`src/rtl/fir_serial_ctrl.sv`:
```
// Serial FIR sequencer: one signed MAC per tap, TAPS cycles per sample, plus coefficient file.
// Define FIR_SAT_EN to saturate dout to the signed OW range instead of two's-complement wrap.
module fir_serial_ctrl #(
    parameter int DW   = 8,
    parameter int CW   = 8,
    parameter int TAPS = 8,
    parameter int OW   = 18
) (
    input  logic                    clk,
    input  logic                    rstn,
    input  logic                    din_valid,
    output logic                    din_ready,
    input  logic [DW-1:0]           din,
    input  logic                    coef_we,
    input  logic [$clog2(TAPS)-1:0] coef_addr,
    input  logic [CW-1:0]           coef_wdata,
    output logic                    coef_wr_err,
    output logic                    dout_valid,
    output logic [OW-1:0]           dout,
    output logic                    busy
);

    localparam int IW = $clog2(TAPS);
    localparam int PW = DW + CW;
    localparam int AW = PW + IW;

    typedef enum logic [1:0] {S_IDLE, S_MAC, S_OUT} state_t;

    state_t               state_q, state_d;
    logic signed [DW-1:0] s_q [TAPS];
    logic signed [DW-1:0] s_d [TAPS];
    logic signed [CW-1:0] c_q [TAPS];
    logic signed [CW-1:0] c_d [TAPS];
    logic signed [AW-1:0] acc_q, acc_d;
    logic [IW-1:0]        idx_q, idx_d;
    logic [OW-1:0]        dout_q, dout_d;
    logic                 dout_valid_q, dout_valid_d;
    logic                 wr_err_q, wr_err_d;
    logic                 accept;
    logic                 coef_wr_ok;
    logic signed [DW-1:0] s_sel;
    logic signed [CW-1:0] c_sel;
    logic signed [PW-1:0] prod;
    logic [OW-1:0]        acc_out;

    assign s_sel = s_q[idx_q];
    assign c_sel = c_q[idx_q];
    // Both operands widened to PW so the product is full precision.
    assign prod  = $signed({{CW{s_sel[DW-1]}}, s_sel}) * $signed({{DW{c_sel[CW-1]}}, c_sel});

    assign coef_wr_ok = coef_we && (state_q == S_IDLE);
    assign wr_err_d   = coef_we && (state_q != S_IDLE);

    generate
        for (genvar gi = 0; gi < TAPS; gi++) begin : g_tap
            if (gi == 0) begin : g_head
                assign s_d[gi] = accept ? din : s_q[gi];
            end else begin : g_body
                assign s_d[gi] = accept ? s_q[gi-1] : s_q[gi];
            end
            assign c_d[gi] = (coef_wr_ok && (coef_addr == IW'(gi))) ? coef_wdata : c_q[gi];
        end
    endgenerate

    generate
        if (OW >= AW) begin : g_out_ext
            assign acc_out = OW'(acc_q);
        end else begin : g_out_narrow
`ifdef FIR_SAT_EN
            localparam logic signed [AW-1:0] SAT_MAX = {{(AW-OW+1){1'b0}}, {(OW-1){1'b1}}};
            localparam logic signed [AW-1:0] SAT_MIN = {{(AW-OW+1){1'b1}}, {(OW-1){1'b0}}};
            assign acc_out = (acc_q > SAT_MAX) ? SAT_MAX[OW-1:0] :
                             (acc_q < SAT_MIN) ? SAT_MIN[OW-1:0] : acc_q[OW-1:0];
`else
            assign acc_out = acc_q[OW-1:0];
`endif
        end
    endgenerate

    always_ff @(posedge clk or negedge rstn) begin
        if (!rstn) begin
            state_q <= S_IDLE;
        end else begin
            state_q <= state_d;
        end
    end

    always_comb begin
        state_d      = state_q;
        acc_d        = acc_q;
        idx_d        = idx_q;
        dout_d       = dout_q;
        dout_valid_d = 1'b0;
        accept       = 1'b0;
        case (state_q)
            S_IDLE: begin
                if (din_valid) begin
                    accept  = 1'b1;
                    acc_d   = '0;
                    idx_d   = '0;
                    state_d = S_MAC;
                end
            end
            S_MAC: begin
                acc_d = acc_q + $signed({{IW{prod[PW-1]}}, prod});
                idx_d = idx_q + IW'(1);
                if (idx_q == IW'(TAPS - 1)) begin
                    state_d = S_OUT;
                end
            end
            S_OUT: begin
                dout_d       = acc_out;
                dout_valid_d = 1'b1;
                state_d      = S_IDLE;
            end
            default: begin
                state_d = S_IDLE;
            end
        endcase
    end

    always_ff @(posedge clk or negedge rstn) begin
        if (!rstn) begin
            for (int i = 0; i < TAPS; i++) begin
                s_q[i] <= '0;
                c_q[i] <= '0;
            end
            acc_q        <= '0;
            idx_q        <= '0;
            dout_q       <= '0;
            dout_valid_q <= 1'b0;
            wr_err_q     <= 1'b0;
        end else begin
            s_q          <= s_d;
            c_q          <= c_d;
            acc_q        <= acc_d;
            idx_q        <= idx_d;
            dout_q       <= dout_d;
            dout_valid_q <= dout_valid_d;
            wr_err_q     <= wr_err_d;
        end
    end

    assign din_ready   = (state_q == S_IDLE);
    assign busy        = (state_q != S_IDLE);
    assign dout        = dout_q;
    assign dout_valid  = dout_valid_q;
    assign coef_wr_err = wr_err_q;

endmodule

```
`config.mk`:
```
export PLATFORM = sky130hd
export DESIGN_NAME = fir_serial_ctrl
export DESIGN_NICKNAME = d
export VERILOG_FILES = /design/src/rtl/fir_serial_ctrl.sv
export SDC_FILE = /design/constraint.sdc
export NUM_CORES = 1
export LEC_CHECK = 0
export ABC_AREA = 1
export BUFFER_PORTS_ARGS = -buffer_cell sky130_fd_sc_hd__buf_4
export CORE_ASPECT_RATIO = 0.8
export CORE_MARGIN = 4
export CORE_UTILIZATION = 46
export DETAILED_ROUTE_END_ITERATION = 7
export GPL_TIMING_DRIVEN = 0
export SETUP_SLACK_MARGIN = 0.1
export SYNTH_ARGS = -nofsm -noshare
export SYNTH_HDL_FRONTEND = slang
export SYNTH_SLANG_ARGS = --single-unit
```
`constraint.sdc`:
```
create_clock -name clk -period 5.24 [get_ports clk]
set_input_delay 1.048 -clock clk [delete_from_list [all_inputs] [get_ports clk]]
set_output_delay 1.048 -clock clk [all_outputs]
set_load 0.01 [all_outputs]
```
==> out/qor.log <==
INFO  status         outcome=complete, but fails checks
INFO  status         failing_checks=setup timing
INFO  clock_network  clock_tree.buffer_depth=2
INFO  global_routing antenna_found_initial=0
INFO  placed_design  placed_cell_area=11600um^2
INFO  floorplan      core_area=22800um^2
INFO  synth          synth_commonest_cells=sky130_fd_sc_hd__nand2_1, sky130_fd_sc_hd__inv_1, sky130_fd_sc_hd__o21ai_0, sky130_fd_sc_hd__dfrtp_1, sky130_fd_sc_hd__nor2_1
INFO  synth          post_synth.cell_area_avg=8.40um^2
INFO  floorplan      top_level_ports=45
INFO  final_layout   final-seq-area=4280um^2
INFO  placed_design  placement.io_buffers=44
INFO  run            max-cap-violations=0
INFO  worst_setup_path cp.arrival=5.64ns
INFO  route          detailed_route_iter0_violations=729
INFO  synth          mappedNetlistArea=10800um^2
INFO  global_routing groute.layer.met3.usage=5.67%
INFO  route          drt-vias-per-instance=5.26
INFO  hold_path      whs_endpoint=dout[14]$_DFFE_PN0P_
INFO  hold_path      hold_path.startpoint=dout[14]$_DFFE_PN0P_
INFO  global_routing total_global_routing_overflow=0
INFO  sta            timing.fmax=0.188GHz
INFO  sta            grt_setup_unrepaired=true
INFO  clock_network  cts-root-buf=sky130_fd_sc_hd__clkbuf_16
INFO  synth          synth.yosys.seq_area_share=39.4%
INFO  route          route.detailed.drc=0
INFO  placed_design  dpl.hpwl=21000um
INFO  synth          synth_edf_count=0
INFO  worst_setup_path cp.required=5.57ns
INFO  synth          ys.flop_type=sky130_fd_sc_hd__dfrtp_1
INFO  synth          post-synth-top-area-cell=sky130_fd_sc_hd__dfrtp_1
INFO  hold_path      holdPathStages=2
INFO  clock_network  cts_num_sinks=171
INFO  final_layout   final_design_area_no_fill=13600um^2
INFO  floorplan      rows=49
INFO  worst_setup_path r2r_slack=-0.08ns
INFO  synth          ys_ff_latch=171
INFO  sta            fin_crit_sh=101%
INFO  sta            fin_worst_skew=0.00910ns
INFO  clock_network  cts-buffers-inserted=17
INFO  final_layout   synthToLayoutAreaGrowth=25.2%
INFO  worst_setup_path crit_end_element=flop
INFO  hold_path      timing.hold.worst.class=flop to flop
INFO  sta            finalSetupViolCount=6
INFO  global_routing grt_util_met2=35.5%
INFO  worst_setup_path worst_r2r_startpoint=idx_q[1]$_DFFE_PN0P_
INFO  final_layout   nFillCells=2041
INFO  route          routedWlPerCell=17.7um
INFO  sta            final.setup.tns=-0.230ns
INFO  final_layout   total_inserted_antenna_cells=0
INFO  worst_setup_path timing.rr.end=acc_q[17]$_DFFE_PN0P_
INFO  final_layout   final_nets=1558
INFO  final_layout   postLayoutCoreUtil=59.5%
INFO  route          via_count=9091
INFO  global_routing global_routing_met1_resource_utilization=35.7%
INFO  synth          synth.top_cell.area_share=39.4%
INFO  floorplan      die_w=180um
INFO  final_layout   multi_input_area=6110um^2
INFO  global_routing gr-usage-all-layers=23.9%
INFO  sta            timing.final.max_slew_violations=0
INFO  final_layout   drive_gt1_share=20.6%
INFO  clock_network  cts_tree=built
INFO  route          dr.pass1.iters=6
INFO  floorplan      dieArea=26100um^2
INFO  placed_design  gp_congestion=0.857
INFO  clock_network  worstSkewPairLatency=0.44ns
INFO  sta            max-slew-margin-rel=47.9%
INFO  global_routing grt_max_degree=112
INFO  worst_setup_path timing.critical_path.from_type=flop
INFO  worst_setup_path crit_path_top_delay_cell=sky130_fd_sc_hd__fa_1
INFO  floorplan      floorplan.initialDensity=47.6%
INFO  global_routing grt-busiest-layer=met1
INFO  clock_network  worst_setup_hold_path_clk_slew=0.07ns
INFO  synth          post_synth_arst_share=100%
INFO  sta            finalHoldViolations=0
INFO  worst_setup_path worst-r2r-cell-count=28
INFO  sta            timing.final.crit_period=5.32ns
INFO  sta            hold_ws=0.470ns
INFO  worst_setup_path criticalPathCategory=flop to flop
INFO  worst_setup_path critical_path_peak_fanout=10
INFO  route          wl=30600um
INFO  synth          yosysWarnings=0
INFO  sta            finalWorstSetupSlack=-0.0777ns
INFO  floorplan      die_height=145um
INFO  synth          yosys.cell_types.count=30
INFO  route          final_antenna_net_count=0
INFO  clock_network  cts-htree-levels=4
INFO  worst_setup_path crit_path_frequent_cell=sky130_fd_sc_hd__nand2_1
INFO  sta            worst-slew-pin-transition=0.782ns
INFO  worst_setup_path critical_path.max_stage_delay=0.59ns
INFO  synth          number_of_standard_cells_after_synthesis=1291
INFO  global_routing global_route_wire_length_before_repair=49700um
INFO  synth          synth_most_common_cell=sky130_fd_sc_hd__nand2_1
INFO  global_routing grt_pass1_vias=9110
INFO  synth          number_of_nets_in_the_synthesized_netlist=1438
INFO  synth          synth_area_leaders=sky130_fd_sc_hd__dfrtp_1, sky130_fd_sc_hd__fa_1, sky130_fd_sc_hd__o21ai_0
-- through the flow --
stage / setup WS (ns) / std cells
floorplan: 0.123 / 1291
global placement: -0.802 / 1641
detailed placement: -0.844 / 1642
CTS: -0.00130 / 1719
global route: -0.310 / 1728
finish: -0.0777 / 1728
-- logic make-up (layout without fill, tap and decap cells) --
logic type,after synthesis,count (layout),share of synthesized area (%)
adders and majority gates,124,124,19.8
AOI/OAI and AO/OA,316,316,15.4
and+or+nand+nor,397,397,14.8
buffers and inverters,278,409,10.2
DFF,171,171,39.4
xor gates and xnor gates,5,5,0.404
-- state kept, by name, summed over array words and instances (netlist names) --
signal,cells
acc_q,18
c_q,64
coef_wr_err,1
dout,18
dout_valid,1
idx_q,3
s_q,64
state_q,2
-- critical path, delay by kind of cell (launching register included) --
kind | cells | cell delay, ns
compound gates | 4 | 0.51
simple gates | 9 | 0.71
fa+ha+maj | 6 | 2.56
buf+inv | 9 | 1.01
flops | 1 | 0.39
-- final cells by class --
type,count,area share (%)
inverters,227,6.42
repair buffers,101,7.21
plain buffers,51,3.09
well taps,306,2.82
multi-input cells,842,45.0
flip-flops and latches,171,31.5
clock buffers,20,3.29
clock inverters,10,0.691
-- cell usage in the layout, fill, tap and decap left out, types with 9 or more instances in the layout --
cell	Yosys	layout
sky130_fd_sc_hd__nand2_1	265	243
sky130_fd_sc_hd__a21oi_1	74	62
sky130_fd_sc_hd__ha_4	0	17
sky130_fd_sc_hd__fa_1	80	77
sky130_fd_sc_hd__a21oi_2	0	11
sky130_fd_sc_hd__buf_4	4	87
sky130_fd_sc_hd__ha_1	44	27
sky130_fd_sc_hd__clkbuf_1	15	15
sky130_fd_sc_hd__o21ai_0	207	175
sky130_fd_sc_hd__nor2_4	2	11
sky130_fd_sc_hd__o21ai_4	0	13
sky130_fd_sc_hd__dfrtp_1	171	171
sky130_fd_sc_hd__nor2_1	90	74
sky130_fd_sc_hd__nand2_2	1	20
sky130_fd_sc_hd__inv_1	224	208
sky130_fd_sc_hd__clkbuf_16	0	17
sky130_fd_sc_hd__buf_6	2	15
sky130_fd_sc_hd__nand4_1	10	10
sky130_fd_sc_hd__o22ai_1	13	9
sky130_fd_sc_hd__inv_2	3	16
sky130_fd_sc_hd__buf_2	27	11
sky130_fd_sc_hd__nand3_1	21	12
sky130_fd_sc_hd__o21ai_1	2	29
sky130_fd_sc_hd__buf_8	0	9
-- per-layer routing --
layer  up-vias  share of wire, %
met1      4456                47
met4         0               1.7
li1       4313                 -
met3        39               7.1
met2       283                44
met5         -                 0
-- how the worst max path moves through the flow --
stage / to / slack (ns) / start
final: acc_q[17]$_DFFE_PN0P_ / -0.08 / idx_q[1]$_DFFE_PN0P_
after global routing: acc_q[17]$_DFFE_PN0P_ / -0.31 / idx_q[1]$_DFFE_PN0P_
after CTS: acc_q[17]$_DFFE_PN0P_ / -0.001 / idx_q[0]$_DFFE_PN0P_
after detailed placement: acc_q[14]$_DFFE_PN0P_ / -0.84 / idx_q[0]$_DFFE_PN0P_
after global placement: acc_q[14]$_DFFE_PN0P_ / -0.80 / idx_q[0]$_DFFE_PN0P_
after floorplan: acc_q[17]$_DFFE_PN0P_ / 0.12 / idx_q[0]$_DFFE_PN0P_
-- repair_timing --
action                     in CTS  in global routing
cloned                          5                  0
setup endpoints to repair      13                 11
pin swaps                      39                 25
hold endpoints to repair        0                  0
hold buffers                    0                  0
gates resized for setup       184                 50
buffers inserted               42                  9
Power is left out: the tool's default activity adds up to more than one toggle a clock period on the data nets, which glitch-free logic cannot reach.
